<file path="config.mk">
export PLATFORM = sky130hd
export DESIGN_NAME = mips_mem_arbiter_flat
export DESIGN_NICKNAME = d
export VERILOG_FILES = /design/src/rtl/mips_mem_pkg.sv /design/src/rtl/mips_mem_arbiter_if.sv /design/src/rtl/mips_mem_arbiter_byte_swap.sv /design/src/rtl/mips_mem_arbiter.sv /design/src/flat_wrapper.sv
export SDC_FILE = /design/constraint.sdc
export NUM_CORES = 1
export LEC_CHECK = 0
export CAP_MARGIN = 20
export CORE_MARGIN = 4
export CORE_UTILIZATION = 27
export DETAILED_ROUTE_END_ITERATION = 6
export MAX_ROUTING_LAYER = met4
export PLACE_DENSITY_LB_ADDON = 0.05
export REMOVE_ABC_BUFFERS = 1
export SYNTH_ARGS = -nofsm -noshare
export SYNTH_HDL_FRONTEND = slang
export SYNTH_SLANG_ARGS = --single-unit
</file>
<file path="constraint.sdc">
create_clock -name clk -period 1.8 [get_ports clk]
set_clock_uncertainty 0.1 [all_clocks]
set_input_delay 0.27 -clock clk [delete_from_list [all_inputs] [get_ports clk]]
set_output_delay 0.27 -clock clk [all_outputs]
set_load 0.1 [all_outputs]
</file>
<file path="src/rtl/mips_mem_pkg.sv">
// mips_mem_pkg: shared types and helpers for the instruction/data memory arbiter.
//  arb_state_t  arbiter FSM states
//  arb_src_t    requester that won arbitration
//  BE_ALL       full-word byte enable used by instruction fetches
//  bswap32      reverses the byte order of a 32-bit word
package mips_mem_pkg;

  typedef enum logic [2:0] {
    ST_IDLE   = 3'd0,
    ST_BUSY_I = 3'd1,
    ST_BUSY_D = 3'd2,
    ST_RESP_I = 3'd3,
    ST_RESP_D = 3'd4
  } arb_state_t;

  typedef enum logic {
    SRC_I = 1'b0,
    SRC_D = 1'b1
  } arb_src_t;

  localparam logic [3:0] BE_ALL = 4'hF;

  function automatic logic [31:0] bswap32(input logic [31:0] w);
    return {w[7:0], w[15:8], w[23:16], w[31:24]};
  endfunction

endpackage

</file>
<file path="src/rtl/mips_mem_arbiter_if.sv">
// mips_mem_arbiter_if: Avalon-style single-port memory bus.
//  m_address/m_read/m_write/m_writedata/m_byteenable  master -> slave
//  m_waitrequest/m_readdata                            slave -> master
interface mips_mem_arbiter_if;

  logic [31:0] m_address;
  logic        m_read;
  logic        m_write;
  logic [31:0] m_writedata;
  logic [3:0]  m_byteenable;
  logic        m_waitrequest;
  logic [31:0] m_readdata;

  modport master (
    output m_address, m_read, m_write, m_writedata, m_byteenable,
    input  m_waitrequest, m_readdata
  );

  modport slave (
    input  m_address, m_read, m_write, m_writedata, m_byteenable,
    output m_waitrequest, m_readdata
  );

endinterface

</file>
<file path="src/rtl/mips_mem_arbiter_byte_swap.sv">
// mips_byte_swap: endianness adapter between the big-endian core and the memory.
//  data_i/be_i  word and byte enables in one byte order
//  data_o/be_o  same word and byte enables, reversed when MIPS_ARB_BYTESWAP_EN
//               is defined, passed through unchanged otherwise
module mips_byte_swap
  import mips_mem_pkg::*;
(
  input  logic [31:0] data_i,
  input  logic [3:0]  be_i,
  output logic [31:0] data_o,
  output logic [3:0]  be_o
);

`ifdef MIPS_ARB_BYTESWAP_EN
  assign data_o = bswap32(data_i);
  assign be_o   = {be_i[0], be_i[1], be_i[2], be_i[3]};
`else
  assign data_o = data_i;
  assign be_o   = be_i;
`endif

endmodule

</file>
<file path="src/rtl/mips_mem_arbiter.sv">
// mips_mem_arbiter: shares one memory port between the instruction-fetch and
// data requesters, one transaction outstanding at a time. Data wins by default;
// after STARVE_LIMIT consecutive data grants with a fetch pending, the fetch is
// forced through.
//  clk, reset                 clock, synchronous active-high reset
//  i_req_i/i_addr_i           fetch request and byte address
//  i_gnt_o/i_done_o/i_rdata_o fetch captured / data valid / fetch data
//  d_req_i/d_we_i/d_addr_i/d_wdata_i/d_be_i  data request fields
//  d_gnt_o/d_done_o/d_rdata_o data captured / complete / read data
//  mem                        memory bus (master side), all outputs registered
// Build option: MIPS_ARB_BYTESWAP_EN reverses byte order of write data, byte
// enables and read data between core and memory.
module mips_mem_arbiter
  import mips_mem_pkg::*;
#(
  parameter int unsigned STARVE_LIMIT = 2,
  parameter int unsigned CNT_W        = 4
) (
  input  logic        clk,
  input  logic        reset,
  input  logic        i_req_i,
  input  logic [31:0] i_addr_i,
  output logic        i_gnt_o,
  output logic        i_done_o,
  output logic [31:0] i_rdata_o,
  input  logic        d_req_i,
  input  logic        d_we_i,
  input  logic [31:0] d_addr_i,
  input  logic [31:0] d_wdata_i,
  input  logic [3:0]  d_be_i,
  output logic        d_gnt_o,
  output logic        d_done_o,
  output logic [31:0] d_rdata_o,
  mips_mem_arbiter_if.master mem
);

  localparam logic [CNT_W-1:0] LIMIT_C   = CNT_W'(STARVE_LIMIT);
  localparam logic [CNT_W-1:0] CNT_MAX_C = {CNT_W{1'b1}};

  arb_state_t       state_q;
  logic [CNT_W-1:0] starve_cnt_q;
  logic [31:0]      m_address_q;
  logic             m_read_q;
  logic             m_write_q;
  logic [31:0]      m_writedata_q;
  logic [3:0]       m_byteenable_q;

  logic             arb_en_s;
  logic             starve_hit_s;
  logic             grant_vld_s;
  arb_src_t         grant_src_s;
  logic [31:0]      wr_data_sw_s;
  logic [3:0]       wr_be_sw_s;
  logic [31:0]      rd_data_sw_s;
  logic [3:0]       unused_rd_be_s;

  mips_byte_swap u_wr_swap (
    .data_i (d_wdata_i),
    .be_i   (d_be_i),
    .data_o (wr_data_sw_s),
    .be_o   (wr_be_sw_s)
  );

  // Read path only needs the data half of the swapper.
  mips_byte_swap u_rd_swap (
    .data_i (mem.m_readdata),
    .be_i   (4'h0),
    .data_o (rd_data_sw_s),
    .be_o   (unused_rd_be_s)
  );

  // Arbitration: only in IDLE or a response cycle, so a new grant can overlap done.
  always_comb begin
    arb_en_s     = 1'b0;
    starve_hit_s = (starve_cnt_q == LIMIT_C);
    case (state_q)
      ST_IDLE, ST_RESP_I, ST_RESP_D: arb_en_s = 1'b1;
      default:                       arb_en_s = 1'b0;
    endcase
    grant_vld_s = arb_en_s && !reset && (i_req_i || d_req_i);
    if (i_req_i && (!d_req_i || starve_hit_s)) begin
      grant_src_s = SRC_I;
    end else begin
      grant_src_s = SRC_D;
    end
  end

  assign i_gnt_o   = grant_vld_s && (grant_src_s == SRC_I);
  assign d_gnt_o   = grant_vld_s && (grant_src_s == SRC_D);
  assign i_done_o  = (state_q == ST_RESP_I);
  assign d_done_o  = (state_q == ST_RESP_D);
  assign i_rdata_o = rd_data_sw_s;
  assign d_rdata_o = rd_data_sw_s;

  assign mem.m_address    = m_address_q;
  assign mem.m_read       = m_read_q;
  assign mem.m_write      = m_write_q;
  assign mem.m_writedata  = m_writedata_q;
  assign mem.m_byteenable = m_byteenable_q;

  // FSM, starvation counter and registered memory-bus fields.
  always_ff @(posedge clk) begin
    if (reset) begin
      state_q        <= ST_IDLE;
      starve_cnt_q   <= '0;
      m_address_q    <= 32'h0;
      m_read_q       <= 1'b0;
      m_write_q      <= 1'b0;
      m_writedata_q  <= 32'h0;
      m_byteenable_q <= 4'h0;
    end else begin
      case (state_q)
        ST_BUSY_I: begin
          if (!mem.m_waitrequest) begin
            state_q  <= ST_RESP_I;
            m_read_q <= 1'b0;
          end
        end
        ST_BUSY_D: begin
          if (!mem.m_waitrequest) begin
            state_q   <= ST_RESP_D;
            m_read_q  <= 1'b0;
            m_write_q <= 1'b0;
          end
        end
        // IDLE, RESP_* and any illegal encoding arbitrate for the next request.
        default: begin
          if (i_gnt_o) begin
            state_q        <= ST_BUSY_I;
            m_read_q       <= 1'b1;
            m_write_q      <= 1'b0;
            m_address_q    <= i_addr_i;
            m_byteenable_q <= BE_ALL;
            starve_cnt_q   <= '0;
          end else if (d_gnt_o) begin
            state_q        <= ST_BUSY_D;
            m_read_q       <= !d_we_i;
            m_write_q      <= d_we_i;
            m_address_q    <= d_addr_i;
            m_writedata_q  <= wr_data_sw_s;
            m_byteenable_q <= wr_be_sw_s;
            if (i_req_i && (starve_cnt_q != CNT_MAX_C)) begin
              starve_cnt_q <= starve_cnt_q + {{(CNT_W-1){1'b0}}, 1'b1};
            end
          end else begin
            state_q <= ST_IDLE;
          end
        end
      endcase
    end
  end

endmodule

</file>
<file path="src/flat_wrapper.sv">
// flat-port wrapper written by rule: the top's interface ports become plain ports
module mips_mem_arbiter_flat import mips_mem_pkg::*;
#(
  parameter int unsigned STARVE_LIMIT = 2,
  parameter int unsigned CNT_W        = 4
)
  (clk, reset, i_req_i, i_addr_i, i_gnt_o, i_done_o, i_rdata_o, d_req_i, d_we_i, d_addr_i, d_wdata_i, d_be_i, d_gnt_o, d_done_o, d_rdata_o, mem_m_address, mem_m_read, mem_m_write, mem_m_writedata, mem_m_byteenable, mem_m_waitrequest, mem_m_readdata);
  mips_mem_arbiter_if mem_i ();
  input  logic clk;
  input  logic reset;
  input  logic i_req_i;
  input  logic [31:0] i_addr_i;
  output logic i_gnt_o;
  output logic i_done_o;
  output logic [31:0] i_rdata_o;
  input  logic d_req_i;
  input  logic d_we_i;
  input  logic [31:0] d_addr_i;
  input  logic [31:0] d_wdata_i;
  input  logic [3:0] d_be_i;
  output logic d_gnt_o;
  output logic d_done_o;
  output logic [31:0] d_rdata_o;
  output wire logic [$bits(mem_i.m_address)-1:0] mem_m_address;
  output wire logic [$bits(mem_i.m_read)-1:0] mem_m_read;
  output wire logic [$bits(mem_i.m_write)-1:0] mem_m_write;
  output wire logic [$bits(mem_i.m_writedata)-1:0] mem_m_writedata;
  output wire logic [$bits(mem_i.m_byteenable)-1:0] mem_m_byteenable;
  input wire logic [$bits(mem_i.m_waitrequest)-1:0] mem_m_waitrequest;
  input wire logic [$bits(mem_i.m_readdata)-1:0] mem_m_readdata;
  assign mem_m_address = mem_i.m_address;
  assign mem_m_read = mem_i.m_read;
  assign mem_m_write = mem_i.m_write;
  assign mem_m_writedata = mem_i.m_writedata;
  assign mem_m_byteenable = mem_i.m_byteenable;
  assign mem_i.m_waitrequest = mem_m_waitrequest;
  assign mem_i.m_readdata = mem_m_readdata;
  mips_mem_arbiter #(.STARVE_LIMIT(STARVE_LIMIT), .CNT_W(CNT_W)) u_core (.clk(clk), .reset(reset), .i_req_i(i_req_i), .i_addr_i(i_addr_i), .i_gnt_o(i_gnt_o), .i_done_o(i_done_o), .i_rdata_o(i_rdata_o), .d_req_i(d_req_i), .d_we_i(d_we_i), .d_addr_i(d_addr_i), .d_wdata_i(d_wdata_i), .d_be_i(d_be_i), .d_gnt_o(d_gnt_o), .d_done_o(d_done_o), .d_rdata_o(d_rdata_o), .mem(mem_i));
endmodule
</file>
==> results of run 1 <==
==> state kept, by name (all words and copies together) (netlist names) <==
register / count
u_core.state_q: 3
u_core.mem.m_write: 1
u_core.mem.m_address: 32
u_core.mem.m_byteenable: 4
u_core.mem.m_writedata: 32
u_core.starve_cnt_q: 4
u_core.mem.m_read: 1
==> worst max-delay path, stage by stage (launching register included) <==
cell	delay (ns)
dfxtp_2	0.32
inv_2	0.06
ha_4	0.13
nand4bb_4	0.13
a221oi_4	0.34
buf_12	0.15
buf_12	0.16
==> placed cells by master (no fill, tap or decap), types with 2 or more instances in the layout <==
cell / instances
clkinv_2: 2
bufinv_16: 2
a21o_1: 32
nor3_1: 5
clkdlybuf4s50_1: 104
nor2_1: 36
or3_1: 3
dfxtp_1: 72
mux2i_1: 32
a21oi_1: 8
a22o_1: 32
buf_4: 29
clkbuf_8: 2
nand2_1: 10
inv_1: 2
nand3_1: 3
buf_8: 2
buf_6: 6
dfxtp_2: 5
clkbuf_16: 9
buf_12: 85
==> stage by stage <==
step / setup WS [ns] / setup TNS (ns) / total power (µW) / instance area, µm² / utilization
floorplan: -2.224 / -145.87 / 3294 / 2925 / -
CTS: -0.2595 / -5.583 / 6457 / 6548 / 0.5147
detailed placement: -0.3569 / -18.52 / 4388 / 6070 / 0.4771
global placement: -0.3075 / -14.95 / 4375 / 6070 / 0.4771
global route: -0.2908 / -9.607 / 6646 / 6626 / 0.5209
finish: -0.2033 / -3.897 / 6390 / 6626 / 0.5209
==> power by group <==
group	internal, µW	total, µW	switching (µW)
registers	1850	2000	149
logic	1030	2400	1370
clock network	1290	1990	701
==> cell families (layout without fill, tap and decap cells) <==
group | count (synthesis) | after routing | synth area share
flip-flops | 77 | 77 | 0.4375
AO/OA/AOI/OAI | 84 | 84 | 0.1939
adder cells (fa/ha/maj) | 2 | 2 | 0.007101
multiplexers | 33 | 33 | 0.09375
buffers and inverters | 90 | 248 | 0.1740
XOR/XNOR | 1 | 1 | 0.002486
AND/OR/NAND/NOR | 68 | 68 | 0.09127
==> synthesized netlist by cell type, types with 2 or more instances <==
cell,count,area [µm²]
dfxtp_1,77,1541
buf_4,69,518.0
nor2_1,37,138.9
mux2i_1,33,330.3
a21o_1,32,240.2
a22o_1,32,280.3
nand2_1,11,41.29
clkbuf_1,9,33.78
a21oi_1,8,40.04
buf_2,6,30.03
nor3_1,5,25.02
inv_1,3,11.26
nand3_1,3,15.01
or3_1,3,18.77
ha_1,2,25.02
==> timing repair <==
action,in CTS,in global routing
hold buffers,0,0
endpoints found under the hold margin,0,0
setup endpoints to repair,60,68
pin swaps,4,2
buffers inserted,7,3
gates cloned,1,0
gates resized for setup,16,11
==> cell type report <==
type / count / area share
timing repair buffer: 228 / 0.4677
sequential: 77 / 0.2336
multi-input combinational: 188 / 0.2143
clock buffer: 12 / 0.03871
tap: 172 / 0.03248
clock inverter: 4 / 0.01057
inverter: 4 / 0.002644
==> path summary, 6_finish.rpt <==
kind                              startpoint                          to  depth (start not counted)
setup / recovery      u_core.starve_cnt_q[0]                     i_gnt_o                          6
hold / removal    u_core.mem.m_byteenable[1]  u_core.mem.m_byteenable[1]                          2
setup reg to reg      u_core.starve_cnt_q[0]   u_core.mem.m_writedata[5]                         10
hold reg to reg   u_core.mem.m_byteenable[1]  u_core.mem.m_byteenable[1]                          2
==> layer usage <==
metal | vias to the layer above | wire (µm) | global-route usage
met2 | 216 | 4912 | 0.2092
met4 | 0 | 170 | 0.06088
li1 | 1487 | - | -
met1 | 1436 | 5716 | 0.2222
met5 | - | 0 | -
met3 | 11 | 2037 | 0.1143
==> results list, run 1 <==
- Vias per std cell: ~4.6
- Layout Area Growth over Synthesis: 88.07%
- MaxCap Viol Count: 0
- After clock tree synthesis, the clock-pin slew on the worst setup and hold paths is around 0.060 ns.
* Failing checks: negative setup slack
- Entering global routing, the biggest net connects 33 pins.
* Antenna diode count: 0
- GP Congestion: 0.8004
* Min-Delay Path Class: register to register
* Drt pass-1 iters: 4
- Multi-input gate area in the final layout: 1420 µm²
- The run finished, with violations left.
- The die covers around 15000 µm².
* Number of max-slew violations in the final report: 0
* RSZ-0062 raised after global routing: true
- After legalization and detailed placement, the total HPWL measured slightly below 10 mm.
* Unique masters post-synth: 40
* Number of CTS-inserted buffers: 9
- Routed WL: 12.84 mm
- For this run, asynchronously set or reset flops after synthesis account for 0.
- Via count of the first global-routing pass: 3139
- After layout, the minimum clock period comes to 2.003 ns.
- Number of standard cells after synthesis: 355
- Data arrival time of the worst path: 1.63 ns
* Vertical extent of the die: 122.2 µm
* Layout fillers: approximately 1200
- Yosys printed 0 warnings.
* Max-slew headroom: 0.7595
- Of the cells placed in the final design, the portion with a size suffix greater than 1 is 0.3041.
- After detailed routing, the average wire length per cell comes to 18.74 µm.
- The tree is rooted in a clkbuf_16.
- In this run the static leakage power is between 0.002 and 0.003 µW.
- The initialized floorplan defines 41 standard-cell rows.
- The core region is 12720 µm².
* CTS Sinks: 77
* Number of nets still failing antenna checks after routing: 0
- In this run the cell area of the synthesized design comes to ~3500 µm².
* Remaining routing DRC violations: 0
* P per Cell Area: 964.3 nW/µm²
* Fmax: 499.2 MHz
- Flip-flop and latch count after synthesis: 77
- Total GRT Usage: 0.1720
* Total count of hold-check failures in the final report: 0
* Post-Place Cells: 658
- From left edge to right edge, the die measures roughly 120 µm.
- For this design the top-level I/O count stands at 276.
- Clock tree from TritonCTS: done
* Worst-margin pin slew: around 0.36 ns
* Final Worst Setup Slack: -0.2033 ns
- In the final layout, flip-flops and latches occupy 1548 µm².
- Maximum clock path buffer count: 2
- Kind of start point of the critical path: register
- Hold timing on the final database bottoms out at a slack of around 0.39 ns.
* Highest fanout seen on the critical path: 2
- For flop-to-flop paths, the worst setup slack is -0.11 ns.
* Total number of vias: 3150
- Wire length of the first global-routing pass: 18.56 mm
- The count of cells in the finished layout, fillers not included, comes to between 600 and 700.
- Setup violations remaining at the end of the flow were counted as 49.
- Clock latency on the worst-skew pair, taken at its later pin, is between 0.3 and 0.4 ns.
- Category of the most critical setup path: register to output port
- Post-synthesis area per instance: 9.925 µm²
* Nature of the critical path endpoint: output port
- Number of flops mapped to enable cells by yosys: 0
- IR analysis of the VDD net gives a maximum drop of ~0.37 mV.
- Net count of the finished layout: 648
- First-iteration detailed-routing DRC count: between 100 and 150
- Share of synthesized area occupied by flip-flops and latches: 0.4375
* Initial standard-cell utilization of the core: 0.2769
* Period Utilization, post-route: 1.113
- # H-tree levels: 3
- Number of antenna violations at the first check in global routing: 0
- In this run the tool buffered the top-level ports with 179 buffer cells.
- Sum of overflow across all layers after global routing: 0
- In the synthesized netlist the dominant register cell turns out to be dfxtp_1.
- STA puts the critical path data required time at 1.43 ns.
(Power assumes the default switching activity.)
==> inputs of run 2 (changes only) <==
--- a/config.mk
+++ b/config.mk
@@ -7,7 +7,7 @@
 export LEC_CHECK = 0
 export CAP_MARGIN = 20
 export CORE_MARGIN = 4
-export CORE_UTILIZATION = 27
+export CORE_UTILIZATION = 30
 export DETAILED_ROUTE_END_ITERATION = 6
 export MAX_ROUTING_LAYER = met4
 export PLACE_DENSITY_LB_ADDON = 0.05
==> run 2 against run 1 <==
  * Register-to-register slack got worse by 0.03 ns
  * The flow still finishes with violations (negative setup slack)
  * Clock power fell by 2%
  * Sequential power hardly changed
  * Critical path depth fell by 1
  * Via count is 0.32% higher
  * Hold slack worse by 0.00091 ns
  * Worst setup slack got worse by 0.013 ns
==> results list, run 2 (synthesized netlist as in run 1, its figures left out) <==
* Result of the run: finished with violations
- The final reports fail on negative setup slack.
- The die covers roughly 14000 µm².
* Port Buffer Count: 179
* Total GRT Usage: 0.1943
* Detailed route wirelength on metal3: 2.201 mm
* Via count of the first global-routing pass: 3158
- After the first detailed-routing iteration, the DRC count stood at between 150 and 200.
- Period Utilization, post-route: 1.120
* Max-slew headroom: 0.7711
* Total count of hold-check failures in the final report: 0
- Wire per inst: 19.94 µm
- Number of CTS-inserted buffers: 9
- Commonest cells after routing, fill and taps aside: clkdlybuf4s50_1 (104), buf_12 (83), dfxtp_1 (72)
- RSZ-0062 raised after global routing: true
- Pin placement for this block handled 276 I/O pins.
* Post-Route Setup TNS: -5.064 ns
* Clock tree from TritonCTS: done
- Number of antenna violations at the first check in global routing: 0
* Remaining routing DRC violations: 0
- The worst setup path is captured at an output port.
- GP Congestion: 0.8516
- # H-tree levels: 3
* Routed metal-1 wire length: 5.535 mm
- Across the run, the number of max-cap violations was 0.
- Pin count of the biggest net entering global routing: 33
- 0 antenna diodes ended up in the layout.
- Wire length of the first global-routing pass: 19.02 mm
* Detail Placement HPWL: slightly below 10 mm
* Chip Width: 116.4 µm
* Delay of the slowest cell on the worst path: around 0.46 ns
- Leakage dissipation: ~0.0029 µW
- Required time reported for the critical path endpoint: 1.43 ns
- Cell with the largest stage delay on the worst path: clkdlybuf4s50_1
- Count of final setup violators: 63
- The highest metal layer carrying signal wires in the routed design is met4.
- Wire segments on met2 add up to 5.188 mm in the final route.
- Core area: 11470 µm²
- Sum of overflow across all layers after global routing: 0
- Data arrival time of the worst path: ~1.7 ns
- Number of max-slew violations in the final report: 0
- Clk root buf: clkbuf_16
- Drt pass-1 iters: 4
* Min-Delay Path Class: register to register
* Share of cells above drive strength 1: 0.3020
- Final Worst Setup Slack: -0.2161 ns
* Initial standard-cell utilization of the core: 0.3073
* Fmax: a little under 500 MHz
* Leading cell type in the layout, fill and taps excluded: clkdlybuf4s50_1
- Hold Slack: 0.3921 ns
- Dividing the detail-routed via count by the number of cells gives 4.839.
- Counting along the longest clock path gives a buffer depth of 2.
* Area of all placed cells without fillers: about 6600 µm²
- The worst-case IR drop observed on VDD is 0.4883 mV.
- The clock reaches the later pin of the worst-skew pair after 0.33 ns.
- Layout Area Growth over Synthesis: 86.26%
- In this run the cell area measured after placement is approximately 6000 µm².
* Highest fanout seen on the critical path: 3
- Net count of the finished layout: 645
* Routed WL: 13.02 mm
- After clock tree synthesis, the clock-pin slew on the worst setup and hold paths is 0.06 ns.
- The worst path in the final design needs a cycle of between 2 and 2.5 ns, including I/O delays and setup.
- Vertical extent of the die: 116.4 µm
- Most used cell, CP: buf_12
* CTS Sinks: slightly below 80
* Kind of start point of the critical path: input port
- P per Cell Area: 970.4 nW/µm²
- In this run the remaining antenna-violating nets after routing total 0.
- The floorplan has 39 rows.
- Category of the most critical setup path: input port to output port
- Worst-margin pin slew: 0.3434 ns
- Traced cell by cell, the critical path runs through clkdlybuf4s50_1, nand2b_1, a221oi_4, buf_12, buf_12.
* Total number of vias: 3160
run 2: final timing paths:
check	startpoint	end	slack [ns]	depth (start not counted)
max	d_req_i	i_gnt_o	-0.22	5
min	u_core.mem.m_byteenable[0]	u_core.mem.m_byteenable[0]	0.39	2
max reg2reg	u_core.starve_cnt_q[0]	u_core.mem.m_address[25]	-0.14	10
min reg2reg	u_core.mem.m_byteenable[0]	u_core.mem.m_byteenable[0]	0.39	2
run 2: repair_timing:
action,in CTS,in global routing
setup buffers,8,1
pin swaps,3,1
setup endpoints to repair,59,72
hold buffers,0,0
resized for setup,16,2
gates cloned,4,0
run 2: power by group:
| part | internal (µW) | leakage, µW | switching [µW] |
|---|---|---|---|
| logic | 1030 | 0.00210 | 1380 |
| registers | 1850 | 0.000634 | 149 |
| clock network | 1250 | 0.000158 | 703 |
run 2: worst max-delay path, delay by kind of cell:
kind / cells / cell delay, ns
buffers and inverters: 3 / 0.77
AOI/OAI and AO/OA: 1 / 0.36
and+or+nand+nor: 1 / 0.24
run 2: routing by layer:
layer,track usage,vias up
li1,-,1480
met2,0.2506,217
met4,0.05568,0
met3,0.1363,6
met1,0.2399,1457
met5,-,-
run 2: area by class of cell:
cell class	instances	area (µm²)
timing repair buffer	225	3085
clock inverter	6	86.33
sequential	77	1548
fill	964	4905
clock buffer	10	239.0
tap	143	178.9
multi-input combinational	188	1410
inverter	4	15.01
run 2: stage by stage:
step | util | std cells | power (µW) | setup WS, ns
2_1_floorplan | - | 269 | 3294 | -2.224
3_3_place_gp | 0.5229 | 625 | 4366 | -0.3096
3_5_place_dp | 0.5229 | 625 | 4383 | -0.3444
4_1_cts | 0.5726 | 653 | 6464 | -0.2286
5_1_grt | 0.5723 | 653 | 6615 | -0.2430
6_report | 0.5723 | 653 | 6368 | -0.2161
